### src/rtl/pipe_ctrl.sv
// rtl/pipe_ctrl.sv - pipeline stall/flush sequencer for the 5-stage core
//
// Arbitrates data-memory wait, multi-cycle execute ops, taken-branch redirect
// and load-use stall into one set of per-stage stall/flush controls. A small
// IDLE/MC state machine with a down-counter holds a multi-cycle op in E for
// MC_LAT cycles, not counting cycles lost to memory wait.
//
// Optional feature macro: PIPE_CTRL_PERF_EN (adds stall/flush perf counters).
//
// Ports:
//   clk            in   core clock, rising edge
//   rst_n          in   asynchronous active-low reset
//   lwstall        in   load-use stall request
//   mcStartE       in   instruction in E is a multi-cycle op
//   branchTakenE   in   taken branch/jump resolved in E
//   memReqM        in   M-stage instruction accesses data memory
//   memReadyM      in   data memory completes the access this cycle
//   stallF..stallM out  hold the corresponding pipeline register
//   flushD..flushW out  load a bubble into the corresponding pipeline register
//   mcBusy         out  state machine is in MC
//   mcDone         out  pulse in the final cycle of a multi-cycle op
//   perfClr        in   (PIPE_CTRL_PERF_EN) synchronous clear of both counters
//   stallCnt       out  (PIPE_CTRL_PERF_EN) cycles with stallF=1
//   flushCnt       out  (PIPE_CTRL_PERF_EN) cycles with flushD|flushE

module pipe_ctrl #(
    parameter int MC_LAT = 4,
    parameter int CNT_W  = 4
) (
    input  logic        clk,
    input  logic        rst_n,
    input  logic        lwstall,
    input  logic        mcStartE,
    input  logic        branchTakenE,
    input  logic        memReqM,
    input  logic        memReadyM,
    output logic        stallF,
    output logic        stallD,
    output logic        stallE,
    output logic        stallM,
    output logic        flushD,
    output logic        flushE,
    output logic        flushM,
    output logic        flushW,
    output logic        mcBusy,
`ifdef PIPE_CTRL_PERF_EN
    input  logic        perfClr,
    output logic [31:0] stallCnt,
    output logic [31:0] flushCnt,
`endif
    output logic        mcDone
);

    typedef enum logic {
        ST_IDLE = 1'b0,
        ST_MC   = 1'b1
    } state_t;

    localparam logic [CNT_W-1:0] CNT_START = CNT_W'(MC_LAT - 1);
    localparam logic [CNT_W-1:0] CNT_ONE   = CNT_W'(1);

    state_t             state_q, state_d;
    logic [CNT_W-1:0]   cnt_q, cnt_d;
    logic               mem_stall;

    assign mem_stall = memReqM & ~memReadyM;

    // Priority: memory wait, then an op already in MC, then a new op start,
    // then branch redirect, then load-use. Outputs are forced low while reset
    // is asserted so the pipeline sees no controls during reset.
    always_comb begin
        state_d = state_q;
        cnt_d   = cnt_q;
        stallF  = 1'b0;
        stallD  = 1'b0;
        stallE  = 1'b0;
        stallM  = 1'b0;
        flushD  = 1'b0;
        flushE  = 1'b0;
        flushM  = 1'b0;
        flushW  = 1'b0;
        mcDone  = 1'b0;
        if (rst_n) begin
            if (mem_stall) begin
                // Whole pipe holds; W gets a bubble because M cannot retire.
                // State and counter freeze, so each wait cycle adds one cycle.
                stallF = 1'b1;
                stallD = 1'b1;
                stallE = 1'b1;
                stallM = 1'b1;
                flushW = 1'b1;
            end else if (state_q == ST_MC) begin
                if (cnt_q > CNT_ONE) begin
                    stallF = 1'b1;
                    stallD = 1'b1;
                    stallE = 1'b1;
                    flushM = 1'b1;
                    cnt_d  = cnt_q - CNT_ONE;
                end else begin
                    // Final cycle: the op leaves E at this edge.
                    mcDone  = 1'b1;
                    state_d = ST_IDLE;
                    cnt_d   = '0;
                end
            end else if (mcStartE) begin
                // The start cycle itself counts as the first of MC_LAT.
                stallF  = 1'b1;
                stallD  = 1'b1;
                stallE  = 1'b1;
                flushM  = 1'b1;
                state_d = ST_MC;
                cnt_d   = CNT_START;
            end else if (branchTakenE) begin
                // D holds a wrong-path instruction, so a load-use request
                // against it is meaningless and dropped.
                flushD = 1'b1;
                flushE = 1'b1;
            end else if (lwstall) begin
                stallF = 1'b1;
                stallD = 1'b1;
                flushE = 1'b1;
            end
        end
    end

    assign mcBusy = rst_n & (state_q == ST_MC);

    always_ff @(posedge clk or negedge rst_n) begin
        if (!rst_n) begin
            state_q <= ST_IDLE;
            cnt_q   <= '0;
        end else begin
            state_q <= state_d;
            cnt_q   <= cnt_d;
        end
    end

`ifdef PIPE_CTRL_PERF_EN
    logic [31:0] stall_cnt_q;
    logic [31:0] flush_cnt_q;

    always_ff @(posedge clk or negedge rst_n) begin
        if (!rst_n) begin
            stall_cnt_q <= '0;
            flush_cnt_q <= '0;
        end else if (perfClr) begin
            stall_cnt_q <= '0;
            flush_cnt_q <= '0;
        end else begin
            if (stallF) begin
                stall_cnt_q <= stall_cnt_q + 32'd1;
            end
            if (flushD | flushE) begin
                flush_cnt_q <= flush_cnt_q + 32'd1;
            end
        end
    end

    assign stallCnt = stall_cnt_q;
    assign flushCnt = flush_cnt_q;
`endif

`ifndef SYNTHESIS
    // A multi-cycle op and a taken branch cannot both be resolved in E.
    a_no_mc_and_branch : assert property (
        @(posedge clk) disable iff (!rst_n)
        !(mcStartE && branchTakenE)
    ) else $error("pipe_ctrl: mcStartE and branchTakenE asserted together");
`endif

endmodule

### config.mk
export PLATFORM = sky130hd
export DESIGN_NAME = pipe_ctrl
export DESIGN_NICKNAME = d
export VERILOG_FILES = /design/src/rtl/pipe_ctrl.sv
export SDC_FILE = /design/constraint.sdc
export NUM_CORES = 1
export LEC_CHECK = 0
export CAP_MARGIN = 20
export CORE_AREA = 2 2 39 41
export DETAILED_ROUTE_END_ITERATION = 8
export DIE_AREA = 0 0 41 43
export HOLD_SLACK_MARGIN = 0.03
export MAX_ROUTING_LAYER = met4
export PLACE_DENSITY = 0.69
export SETUP_SLACK_MARGIN = 0.05
export SYNTH_ARGS = -nofsm -noshare
export SYNTH_HDL_FRONTEND = slang
export SYNTH_SLANG_ARGS = --single-unit
### constraint.sdc
create_clock -name clk -period 1.8 [get_ports clk]
set_clock_uncertainty 0.2 [all_clocks]
set_input_delay 0.36 -clock clk [delete_from_list [all_inputs] [get_ports clk]]
set_output_delay 0.36 -clock clk [all_outputs]
set_load 0.01 [all_outputs]
## Word-level counts from Yosys, hierarchy flattened

Index checks and enable logic that the tools add are counted.

- Add/subtract/negate cells: 1
- $lt $le $gt $ge: 1
- Multiplexer cells: 32
- Bitwise gates (word level): 4
- Reduce and logical (&&, ||, !) cells: 3

Operators by type and width:

| operator | number |
|---|---|
| 1-bit 2-to-1 mux | 29 |
| 4-bit 2-to-1 mux | 3 |
| 4-bit by 1-bit greater-than comparator with 1-bit output (second input constant) | 1 |
| 4-bit by 1-bit subtractor with 4-bit output (second input constant) | 1 |
| 3-bit AND reduction | 1 |
| 1-bit AND | 2 |
| 1-bit NOT | 2 |
| 2-bit AND reduction | 1 |
| 2-bit nonzero test | 1 |

- Register bits after elaboration: 5
- Input port bits: 7
- Word-level logic and storage cells: 43

## Logic depth before layout (Yosys ltp)

- Depth after elaboration: 6
- Depth in mapped cells: 6

## Worst setup path after synthesis

Ideal clock, no wire load.

- Path type: register to output
- From: register cnt_q[0]
- To: output port stallF
- Data arrival time: 1,419 ps
- Required time: 1,240 ps
- Setup slack: -179 ps
- Cell stages (with the launch flop): 7
- Buffers on the path: 1
- Path through: dfrtp_1 inv_1 ha_1 o21a_2 a22oi_1 o21a_1 buf_4

- Cells in the longest elaborated chain, start to end: 5

Ends and longest elaborated chain:

| what | line | RTL |
|---|---|---|
| start: declaration | 63 | `logic [CNT_W-1:0] cnt_q, cnt_d;` |
| start signal: assignment | 134 | `cnt_q <= cnt_d;` |
| 4-bit by 1-bit greater-than comparator with 1-bit output | 93 | `if (cnt_q > CNT_ONE) begin` |
| 1-bit 2-to-1 mux (4 in a row) | -- |  |
| end: declaration | 37 | `output logic stallF,` |

No other way between the ends.

## Final worst setup path

- From: register cnt_q[0]
- To: output port stallD

- Cells in the longest elaborated chain, start to end: 5

Ends and longest elaborated chain:

| what | line | RTL |
|---|---|---|
| 4-bit by 1-bit greater-than comparator with 1-bit output | 93 |  |
| 1-bit 2-to-1 mux | 93 |  |
| 1-bit 2-to-1 mux | 92 | `end else if (state_q == ST_MC) begin` |
| 1-bit 2-to-1 mux | 84 | `if (mem_stall) begin` |
| 1-bit 2-to-1 mux | 83 | `if (rst_n) begin` |
| end: declaration | 38 | `output logic stallD,` |

No other way between the ends.

==> results by group <==
Logic synthesis
  – Most frequent cell after synthesis: nor2_1
  – Avg Cell Area, Syn: 8.631 µm²
  – Ys flop type: dfrtp_1
  – Mux cell area share after synthesis: 0%
  – Largest cells by area after synthesis: dfrtp_1 30%, ha_1 5.9%, buf_4 5.3%
  – Synth cell types: 28
  – Post-Synth XOR/XNOR Area: 0%
  – Top cell type's share of synthesized area: 29.59%
  – Register bit total from synthesis: 5
  – Async S/R FF share, synth: 100.0%
  – Syn Inst Count: 49
  – Synth top cells by count: 6 x nor2_1, 5 x dfrtp_1, 3 x buf_4, 3 x inv_1, 3 x nand3_1
  – Synth Warn #: 0
  – Synth Area in Simple Gates: 26.04%
  – Post-synth top area cell: dfrtp_1
  – Synth Area in Compound Gates: 27.81%
  – EDFF count, synth: 0
  – Syn nets: 58
  – Post-Synth Adder-Cell Area: 5.917%
  – Largest family of logic cells by synthesized area: compound AO/OA/AOI/OAI gates
  – Mapped Area: 422.9 µm²
  – Sequential-to-total area share from yosys stat: 29.59%

Cells and area
  – Fill count: 127
  – Share of cells above drive strength 1: 58.43%
  – Design area: 819.5 µm²
  – Final nets: 99
  – Final Non-Filler Cells: 105
  – Area grow syn2layout: 93.79%
  – # diodes: 0

Timing
  – Worst Setup Slack, final: -0.2703 ns
  – Final setup violation count: 6
  – Fmax: 483.0 MHz
  – Min Tclk post-route: approximately 2.1 ns
  – Worst-margin pin slew: 0.4215 ns
  – Final hold vios: 0
  – Final Max Tran Viols: 0
  – Relative slew margins: 71.66%
  – Hold_ws: 0.1159 ns
  – RSZ-0062 raised after global routing: true
  – Period Utilization, post-route: 115.0%
  – Final TNS setup: -1.316 ns

Clock network
  – Longest Clk Path Bufs: 2
  – CTS tree: built
  – CTS sink cnt: 5
  – H-tree depth: 1
  – Clk Latency, worst-skew pair: 0.26 ns
  – Reg clk slew, reported paths: 0.06 ns
  – Root Buffer: clkbuf_4
  – CTS Buf Count: 3

Route
  – Via count: 536
  – Post-DR wirelength/cell: 12.92 µm
  – Post-DR vias/cell: 5.105
  – Total routed wirelength: 1357 µm
  – DRT Pass-1 Iters: 4
  – DRC: 0
  – Number of DRC violations after detailed-routing iteration 0: 9
  – Post-DRT Antenna Nets: 0

Setup path
  – CP max FO: 4
  – Critical path launch point type: flop
  – Setup CP Type: flop to primary output
  – CP top delay family: compound AO/OA/AOI/OAI gates
  – Setup crit end kind: primary output
  – Worst path cell trace: inv_2 > ha_4 > o21a_4 > a22oi_2 > o21a_1 > buf_2
  – CP max stage delay: 0.42 ns
  – Crit path max-delay cell type: dfrtp_2
  – Bufs and invs on worst path: 2
  – Worst endpoint required time: 1.24 ns
  – Crit path DAT: 1.51 ns

Global routing
  – First-pass GRT wire length: 2125 µm
  – Largest net degree at the start of global routing: 8
  – Total gr overflow: 0
  – Initial antenna violation count: 0
  – Global-route usage over all layers: 18.07%
  – Vias in the first global route: 553

Floorplan
  – Initial Util: a little under a third
  – Die ar.: ~1800 µm²
  – Cell Rows: 14
  – Core area: 1384 µm²
  – Die Span X: 41 µm
  – DIE HEIGHT: 43 µm
  – Boundary Pins: 17

Power
  – Lkg Pwr: 0.3721 nW
  – PwrDens: between 700 and 800 nW/µm²
  – Design Power: 0.6219 mW
  – Max VDD drop: ~0.3 mV

Placed design
  – Placed Cells incl. Taps: 97
  – Dpl cell area: around 740 µm²
  – Placer congestion estimate: 0.7270
  – IO Port Bufs: 16
  – HPWL after detailed placement: between 900 and 1000 µm

Run
  – Max cap viols: 0

Outcome
  – Status: finished, violations left
  – Failing checks: setup timing

Worst hold path
  – Hold Path Class: primary input to async pin
[repair_timing]
action | CTS | global route
hold buffers | 1 | 0
setup buffers | 2 | 1
endpoints found under the hold margin | 1 | 0
pin swaps | 7 | 5
resized for setup | 55 | 6
setup endpoints to repair | 10 | 11
[worst min-delay path, cell delays in order]
cell and delay (ns):
clkdlybuf4s15_1 0.26, buf_6 0.15, buf_4 0.13
[placed cells by master, fill, tap and decap left out, types with 2 or more instances in the layout]
cell type / synthesis / layout
buf_2: 0 / 7
nand3_1: 3 / 3
nor2_1: 6 / 4
clkbuf_2: 0 / 2
o21a_1: 2 / 2
buf_4: 3 / 20
a21oi_2: 0 / 2
clkbuf_4: 0 / 3
inv_2: 0 / 2
dfrtp_1: 5 / 4
buf_6: 1 / 3
ha_4: 0 / 2
dlygate4sd2_1: 0 / 2
clkdlybuf4s15_1: 0 / 3
a22o_1: 2 / 2
and2_1: 2 / 2
[layer usage]
| layer | up-vias | routed length [µm] | share of wire, % | GRT usage [%] |
|---|---|---|---|---|
| met4 | 0 | 14 | 1.0 | 8.000 |
| met1 | 243 | 518 | 38 | 18.85 |
| met2 | 30 | 738 | 54 | 30.63 |
| li1 | 261 | - | - | - |
| met5 | - | 0 | 0 | - |
| met3 | 2 | 86 | 6.3 | 3.665 |
[logic make-up (layout without fill, tap and decap cells)]
kind of cell / after synthesis / in the layout
AO/OA/AOI/OAI: 16 / 16
adder cells (fa/ha/maj): 2 / 2
buffers and inverters: 7 / 47
flip-flops: 5 / 5
AND/OR/NAND/NOR: 19 / 19
[report_power, final]
part           leakage [nW]  internal [mW]  total, mW  switching, mW
combinational         0.309          0.178      0.314          0.136
sequential           0.0484          0.139      0.162         0.0230
clock                0.0150         0.0848      0.146         0.0609
total                 0.372          0.402      0.622          0.220
[registers in the layout, summed over array words and instances, names as in the netlist]
signal   cells
state_q      1
cnt_q        4
[worst paths after layout]
path / startpoint / end / slack [ns] / cells past startpoint
worst max-delay path: cnt_q[0] / stallD / -0.27 / 6
worst min-delay path: rst_n / cnt_q[1] / 0.12 / 3
worst max register to register: cnt_q[1] / cnt_q[3] / 0.08 / 4
worst min register to register: cnt_q[3] / cnt_q[3] / 0.42 / 2
max in group asynchronous: rst_n / state_q / 0.75 / 3
min in group clk: cnt_q[3] / cnt_q[3] / 0.42 / 2
[through the flow]
step / utilization [%] / setup slack, ns
3_5_place_dp: 53.53 / -0.7153
6_report: 59.22 / -0.2703
4_1_cts: 57.87 / -0.2829
5_1_grt: 59.22 / -0.3307
3_3_place_gp: 53.53 / -0.7105
2_1_floorplan: - / -0.08055
[area by class of cell]
cell class                      count  area (µm²)  area share [%]
Clock buffer                        4       26.28           3.206
Inverter                            3       11.26           1.374
Multi-Input combinational cell     37       327.8           40.00
Sequential cell                     5       126.4           15.42
Tap cell                           16       20.02           2.443
Timing Repair Buffer               40       307.8           37.56
No activity file was read; power rests on OpenSTA's default activity.
